**config.mk**
```make
export PLATFORM = sky130hd
export DESIGN_NAME = sub12u_pipe_approx
export DESIGN_NICKNAME = d
export VERILOG_FILES = /design/src/rtl/sub12u_pipe_approx.sv
export SDC_FILE = /design/constraint.sdc
export NUM_CORES = 1
export LEC_CHECK = 0
export BUFFER_PORTS_ARGS = -buffer_cell sky130_fd_sc_hd__buf_2
export CAP_MARGIN = 10
export CORE_ASPECT_RATIO = 1.4
export CORE_MARGIN = 2
export CORE_UTILIZATION = 30
export CTS_BUF_LIST = sky130_fd_sc_hd__clkbuf_8
export DETAILED_ROUTE_END_ITERATION = 10
export PLACE_DENSITY_LB_ADDON = 0.15
export SLEW_MARGIN = 40
export SYNTH_ARGS = -nofsm -noshare
export SYNTH_HDL_FRONTEND = slang
export SYNTH_SLANG_ARGS = --single-unit
```
**constraint.sdc**
```tcl
create_clock -name clk -period 5.8 [get_ports clk]
set_input_delay 0.87 -clock clk [delete_from_list [all_inputs] [get_ports clk]]
set_output_delay 0.87 -clock clk [all_outputs]
set_load 0.02 [all_outputs]
```
**src/rtl/sub12u_pipe_approx.sv**
```systemverilog
// Two-stage pipelined approximate 12-bit unsigned subtractor with a truncated low borrow chain.
// Optional error monitor is built when the ERRSTAT_EN macro is defined.
module sub12u_pipe_approx #(
  parameter int unsigned APPROX_LSB = 3,
  parameter int unsigned CNT_W      = 16,
  parameter int unsigned SUM_W      = 24
) (
  input  logic             clk,
  input  logic             rst,
  input  logic             in_valid,
  output logic             in_ready,
  input  logic [11:0]      A,
  input  logic [11:0]      B,
  output logic             out_valid,
  input  logic             out_ready,
  output logic [12:0]      O,
  input  logic             stat_clr,
  output logic [CNT_W-1:0] err_cnt,
  output logic [SUM_W-1:0] err_sum,
  output logic [6:0]       err_max
);

  localparam int unsigned LW = 6;
  localparam int unsigned HW = 6;
  localparam int unsigned EW = 7;
  localparam int unsigned OW = 13;
  localparam logic [LW-1:0] LO_MASK = LW'((32'd1 << APPROX_LSB) - 32'd1);

  logic          s1_v_q, s1_v_d;
  logic [LW-1:0] s1_lo_q, s1_lo_d;
  logic          s1_bw_q, s1_bw_d;
  logic [HW-1:0] s1_ahi_q, s1_ahi_d;
  logic [HW-1:0] s1_bhi_q, s1_bhi_d;
  logic [LW-1:0] s1_blsb_q, s1_blsb_d;
  logic          s2_v_q, s2_v_d;
  logic [OW-1:0] o_q, o_d;
  logic [LW-1:0] s2_blsb_q, s2_blsb_d;

  logic          s2_adv_c, s1_adv_c, accept_c;
  logic [EW-1:0] mid_diff_c, hi_diff_c;

  // Low bits are masked off both operands, so the 7-bit difference carries the
  // borrow of the exact bits [5:K] only; the masked low part is then A passed through.
  always_comb begin
    s2_adv_c   = !s2_v_q || out_ready;
    s1_adv_c   = !s1_v_q || s2_adv_c;
    accept_c   = in_valid && s1_adv_c;
    mid_diff_c = {1'b0, A[5:0] & ~LO_MASK} - {1'b0, B[5:0] & ~LO_MASK};
    hi_diff_c  = {1'b0, s1_ahi_q} - {1'b0, s1_bhi_q} - EW'(s1_bw_q);

    s1_v_d    = s1_v_q;
    s1_lo_d   = s1_lo_q;
    s1_bw_d   = s1_bw_q;
    s1_ahi_d  = s1_ahi_q;
    s1_bhi_d  = s1_bhi_q;
    s1_blsb_d = s1_blsb_q;
    s2_v_d    = s2_v_q;
    o_d       = o_q;
    s2_blsb_d = s2_blsb_q;

    if (s1_adv_c) begin
      s1_v_d = in_valid;
    end
    if (accept_c) begin
      s1_lo_d   = (mid_diff_c[5:0] & ~LO_MASK) | (A[5:0] & LO_MASK);
      s1_bw_d   = mid_diff_c[6];
      s1_ahi_d  = A[11:6];
      s1_bhi_d  = B[11:6];
      s1_blsb_d = B[5:0] & LO_MASK;
    end

    if (s2_adv_c) begin
      s2_v_d = s1_v_q;
      if (s1_v_q) begin
        o_d       = {hi_diff_c, s1_lo_q};
        s2_blsb_d = s1_blsb_q;
      end
    end
  end

  always_ff @(posedge clk) begin
    if (rst) begin
      s1_v_q    <= 1'b0;
      s1_lo_q   <= '0;
      s1_bw_q   <= 1'b0;
      s1_ahi_q  <= '0;
      s1_bhi_q  <= '0;
      s1_blsb_q <= '0;
      s2_v_q    <= 1'b0;
      o_q       <= '0;
      s2_blsb_q <= '0;
    end else begin
      s1_v_q    <= s1_v_d;
      s1_lo_q   <= s1_lo_d;
      s1_bw_q   <= s1_bw_d;
      s1_ahi_q  <= s1_ahi_d;
      s1_bhi_q  <= s1_bhi_d;
      s1_blsb_q <= s1_blsb_d;
      s2_v_q    <= s2_v_d;
      o_q       <= o_d;
      s2_blsb_q <= s2_blsb_d;
    end
  end

  assign in_ready  = s1_adv_c;
  assign out_valid = s2_v_q;
  assign O         = o_q;

`ifdef ERRSTAT_EN
  localparam int unsigned SUM_XW = SUM_W + 1;

  logic [CNT_W-1:0]  err_cnt_q, err_cnt_d;
  logic [SUM_W-1:0]  err_sum_q, err_sum_d;
  logic [EW-1:0]     err_max_q, err_max_d;
  logic              xfer_c;
  logic [SUM_XW-1:0] sum_ext_c;

  // The sample error equals the dropped subtrahend bits held alongside the result.
  always_comb begin
    xfer_c    = s2_v_q && out_ready;
    sum_ext_c = {1'b0, err_sum_q} + SUM_XW'(s2_blsb_q);
    err_cnt_d = err_cnt_q;
    err_sum_d = err_sum_q;
    err_max_d = err_max_q;
    if (stat_clr) begin
      err_cnt_d = '0;
      err_sum_d = '0;
      err_max_d = '0;
    end else if (xfer_c) begin
      if (!(&err_cnt_q)) begin
        err_cnt_d = err_cnt_q + CNT_W'(1);
      end
      err_sum_d = sum_ext_c[SUM_W] ? '1 : sum_ext_c[SUM_W-1:0];
      if (EW'(s2_blsb_q) > err_max_q) begin
        err_max_d = EW'(s2_blsb_q);
      end
    end
  end

  always_ff @(posedge clk) begin
    if (rst) begin
      err_cnt_q <= '0;
      err_sum_q <= '0;
      err_max_q <= '0;
    end else begin
      err_cnt_q <= err_cnt_d;
      err_sum_q <= err_sum_d;
      err_max_q <= err_max_d;
    end
  end

  assign err_cnt = err_cnt_q;
  assign err_sum = err_sum_q;
  assign err_max = err_max_q;
`else
  logic unused_mon;

  assign unused_mon = stat_clr ^ (^s2_blsb_q);
  assign err_cnt    = '0;
  assign err_sum    = '0;
  assign err_max    = '0;
`endif

endmodule

```
* Yosys cells after proc, flatten, opt, wreduce, memory -nomap -nowiden
Index checks and enable logic that the tools add are counted.
Storage, ports and cells: register bits after elaboration 34, bits of input ports 29, output and inout bits 62, logic and storage cells 17
Cells by class: $add $sub $neg 3, bitwise gates (word level) 1, reduce and logical (&&, ||, !) cells 6
Operators by type and width (number):
- $sub 6x6->7 | 2
- $sub 7x1->7 | 1
- $or 6x3->6 | 1
- $logic_not 1->1 | 2
- $logic_or 1x1->1 | 2
- $reduce_and 2->1 | 1
- $logic_and 1x1->1 | 1

* Logic depth before layout (Yosys ltp)
depth in word-level cells 4, mapped depth 10, mapped depth without buffers 10

* Least setup slack after synthesis
Ideal clock, no wire load.
kind register -> register, from register s1_bw_q, to register o_q[12], in the netlist O[12], library setup time 95 ps, data arrival time 2516 ps, required time 5705 ps, path slack 3188 ps, cell stages (with the launch flop) 11, path buffers 0, period minus slack after synthesis 2612 ps, cell sequence dfxtp_1 > inv_1 > fa_1 > inv_1 > ha_1 > or2_2 > fa_1 > nand2b_1 > a2111oi_4 > o211ai_1 > o311ai_1
On the way: word-level cells in the longest chain between the ends 1
RTL lines:
- start: declaration | RTL line 31 | logic s1_bw_q, s1_bw_d;
- start signal: assignment | RTL line 95 | s1_bw_q <= s1_bw_d;
- $sub 7x1->7 | RTL line 49 | hi_diff_c = {1'b0, s1_ahi_q} - {1'b0, s1_bhi_q} - EW'(s1_bw_q);
- end signal: assignment | RTL line 90 | o_q <= '0;
- end signal: assignment | RTL line 100 | o_q <= o_d;
- end: declaration | RTL line 36 | logic [OW-1:0] o_q, o_d;
No other way between the ends. A chain may end at the register's enable or synchronous reset.

* Worst setup path after layout
Ends and elaborated chain as after synthesis.

==> metrics <==
CTS buffer count=5; Worst-path clk slew=0.07 ns; Via density=3.94; Setup TNS=0 ns; Setup crit start kind=flip-flop; initial antenna violation count=0; cells after synthesis=247; GRT Overall Usage=10.3%; # port buffers=39; worst clock skew=0.00384 ns; CP bufs+invs=2; first-pass GRT wire length=just under 6 mm; Seq/Total Area, Yosys=33.2%; sw frac=30.2%; worst-path maximum fanout=3; DRC violations left=0; share of the synthesized area in the top cell type=33.2%; initial core utilization=31.0%; Reg-to-Reg End=O[12]; Max clock buf depth=2; leak pwr=1.07 nW; Worst Setup End Kind=flip-flop; unrepaired setup endpoints after global routing=no; FILL cells=737; Worst-Skew Late Latency=0.28 ns; Required @ worst endpoint=~6 ns; Die Y=102 microns; Post-Layout Inst Area=approximately 2200 sq um; cell-internal power=between 400 and 500 uW; Post-synth EDFFs=0; crit-path cells=inv_1 > fa_1 > inv_1 > ha_1 > or2_2 > fa_1 > nand2b_1 > a2111oi_4 > o211ai_1 > o311ai_1; H-tree Lvls=2; chip width=73.8 microns; worst r2r src=s1_bw_q; Relative slew margins=55.0%; post-synthesis async set-or-reset flop share=0%; f_max=362 MHz; Synth Flop Type=dfxtp_1; vias in the first global route=1,278; maximum VDD drop=slightly below 0.00009 V; outcome=finished clean; fraction of layout cells with a size suffix above 1=19.4%; Final setup viols=0; crit path time final=2.76 ns; post-route ant nets=0; Power Dens Cells=267 nW/um^2; Slew @ Worst Pin=0.674 ns; Area Growth Syn to Fin=9.04%; leading area contributor after synthesis=dfxtp_1; Hold Path Class=reg2reg; Post-CTS Setup Bufs=0; GPL Wtd Cong=0.704; Diodes inserted=0; Ys Warns=0; max incr delay on CP=roughly 0.55 ns; clk sinks=34; CTS Root Cell=clkbuf_8; Seq pwr share=a little over two fifths; full die area=7510 sq um; min-delay src=O[0]; Resized Gates After CTS=0; Hold EP=O[0]; Hold Path Stages=2; CP delay by family, top=adder cells; largest net degree at the start of global routing=38; r2r setup slk=3.04 ns; synthesized flop and latch total=34; drt wl/cell=9.82 microns; reg2reg path depth=10; NumNets Final=328; Critical Setup Path Class=reg2reg; Via Count=1,482; Final period util=a little under half; Slowest-stage cell, CP=fa_1; DP HPWL=2.78 mm; Synth Cell Area=2050 sq um; num rows=35; P_sw=180 uW; Final Max Slew Viols=0; grt ovf=0; placed inst area=around 2100 sq um; power share of the clock group=about a third; DRT iter0 DRCs=between 60 and 70; Combinational Power Share=approximately 23%; WL final=3.69 mm; Netlist cell types=32; final hold vios=0; Avg Inst Size Synth=8.29 sq um; worst endpoint data arrival time=2.96 ns; Max Cap Viol=0; # IOs=91; Synth area leaders=dfxtp_1 33%, buf_4 18%, nand2_1 8.8%; Commonest cells post-synth=48 x buf_4, 48 x nand2_1, 34 x dfxtp_1; CTS tree=done; DRT Pass-1 Iters=4; Hold-fix buffers, CTS=0; core area=6610 sq um
-- state kept, by name, indices dropped and copies added (netlist names) --
| signal | count |
|---|---|
| O | 13 |
| out_valid | 1 |
| s1_ahi_q | 6 |
| s1_bhi_q | 6 |
| s1_bw_q | 1 |
| s1_lo_q | 6 |
| s1_v_q | 1 |
-- cell usage in the layout (no fill, tap or decap), types with 2 or more instances in the layout --
cell	instances
nand2b_1	4
nand2_1	48
fa_1	3
and2_4	2
o21ai_0	5
clkbuf_8	8
dfxtp_1	34
conb_1	47
nand3b_1	7
inv_1	21
a211oi_2	2
a21oi_1	27
ha_1	13
nor2_1	6
buf_2	39
xnor2_1	4
-- cells by family after synthesis --
logic type / after synthesis / share of synthesized area (%)
AOI/OAI and AO/OA: 42 / 13.0
buffers and inverters: 77 / 23.8
other: 1 / 0.183
DFF: 34 / 33.2
and+or+nand+nor: 72 / 16.9
adders and majority gates: 16 / 10.9
xor gates and xnor gates: 5 / 2.14
-- routing by layer --
metal	up-vias	global-route usage (%)	part of all wire, %
met1	651	11.8	42
li1	767	-	-
met4	0	5.03	2.3
met3	6	2.49	5.6
met2	58	17.5	50
met5	-	0	0
-- how the worst max path moves through the flow --
stage	to	cells past startpoint	from	slack, ns
floorplan	O[12]	10	s1_bw_q	3.19
global placement	O[12]	10	s1_bw_q	3.06
detailed placement	O[12]	10	s1_bw_q	3.02
CTS	O[12]	10	s1_bw_q	3.01
global route	O[12]	10	s1_bw_q	2.87
finish	O[12]	10	s1_bw_q	3.04
-- per-stage QoR --
step,setup WS (ns),power (mW),cells,utilization [%],hold WS (ns)
2_1_floorplan,3.19,0.396,293,-,0.432
3_3_place_gp,3.06,0.401,368,32.1,0.442
3_5_place_dp,3.02,0.401,368,32.1,0.443
4_1_cts,3.01,0.607,376,33.8,0.453
5_1_grt,2.87,0.634,376,33.8,0.473
6_report,3.04,0.597,376,33.8,0.447
-- power groups by stage --
stage | sequential (mW) | combinational [mW] | clock, mW
after floorplan | 0.269 | 0.127 | 0
after global placement | 0.263 | 0.138 | 0
after detailed placement | 0.263 | 0.139 | 0
after CTS | 0.258 | 0.139 | 0.211
after global routing | 0.259 | 0.155 | 0.220
final | 0.257 | 0.136 | 0.203
-- worst min-delay path: stages, from the launching register on --
cell and delay, ns:
dfxtp_1 0.31, nand2_1 0.05, a21oi_1 0.05
-- final cells by class --
class | instances | area, sq um | share of cell area [%]
tap | 92 | 115 | 5.15
sequential | 34 | 681 | 30.5
timing repair buffer | 39 | 195 | 8.74
inverter | 21 | 78.8 | 3.53
multi-input combinational | 182 | 1050 | 47.2
clock buffer | 8 | 110 | 4.93
Power figures use the tool's default switching activity.
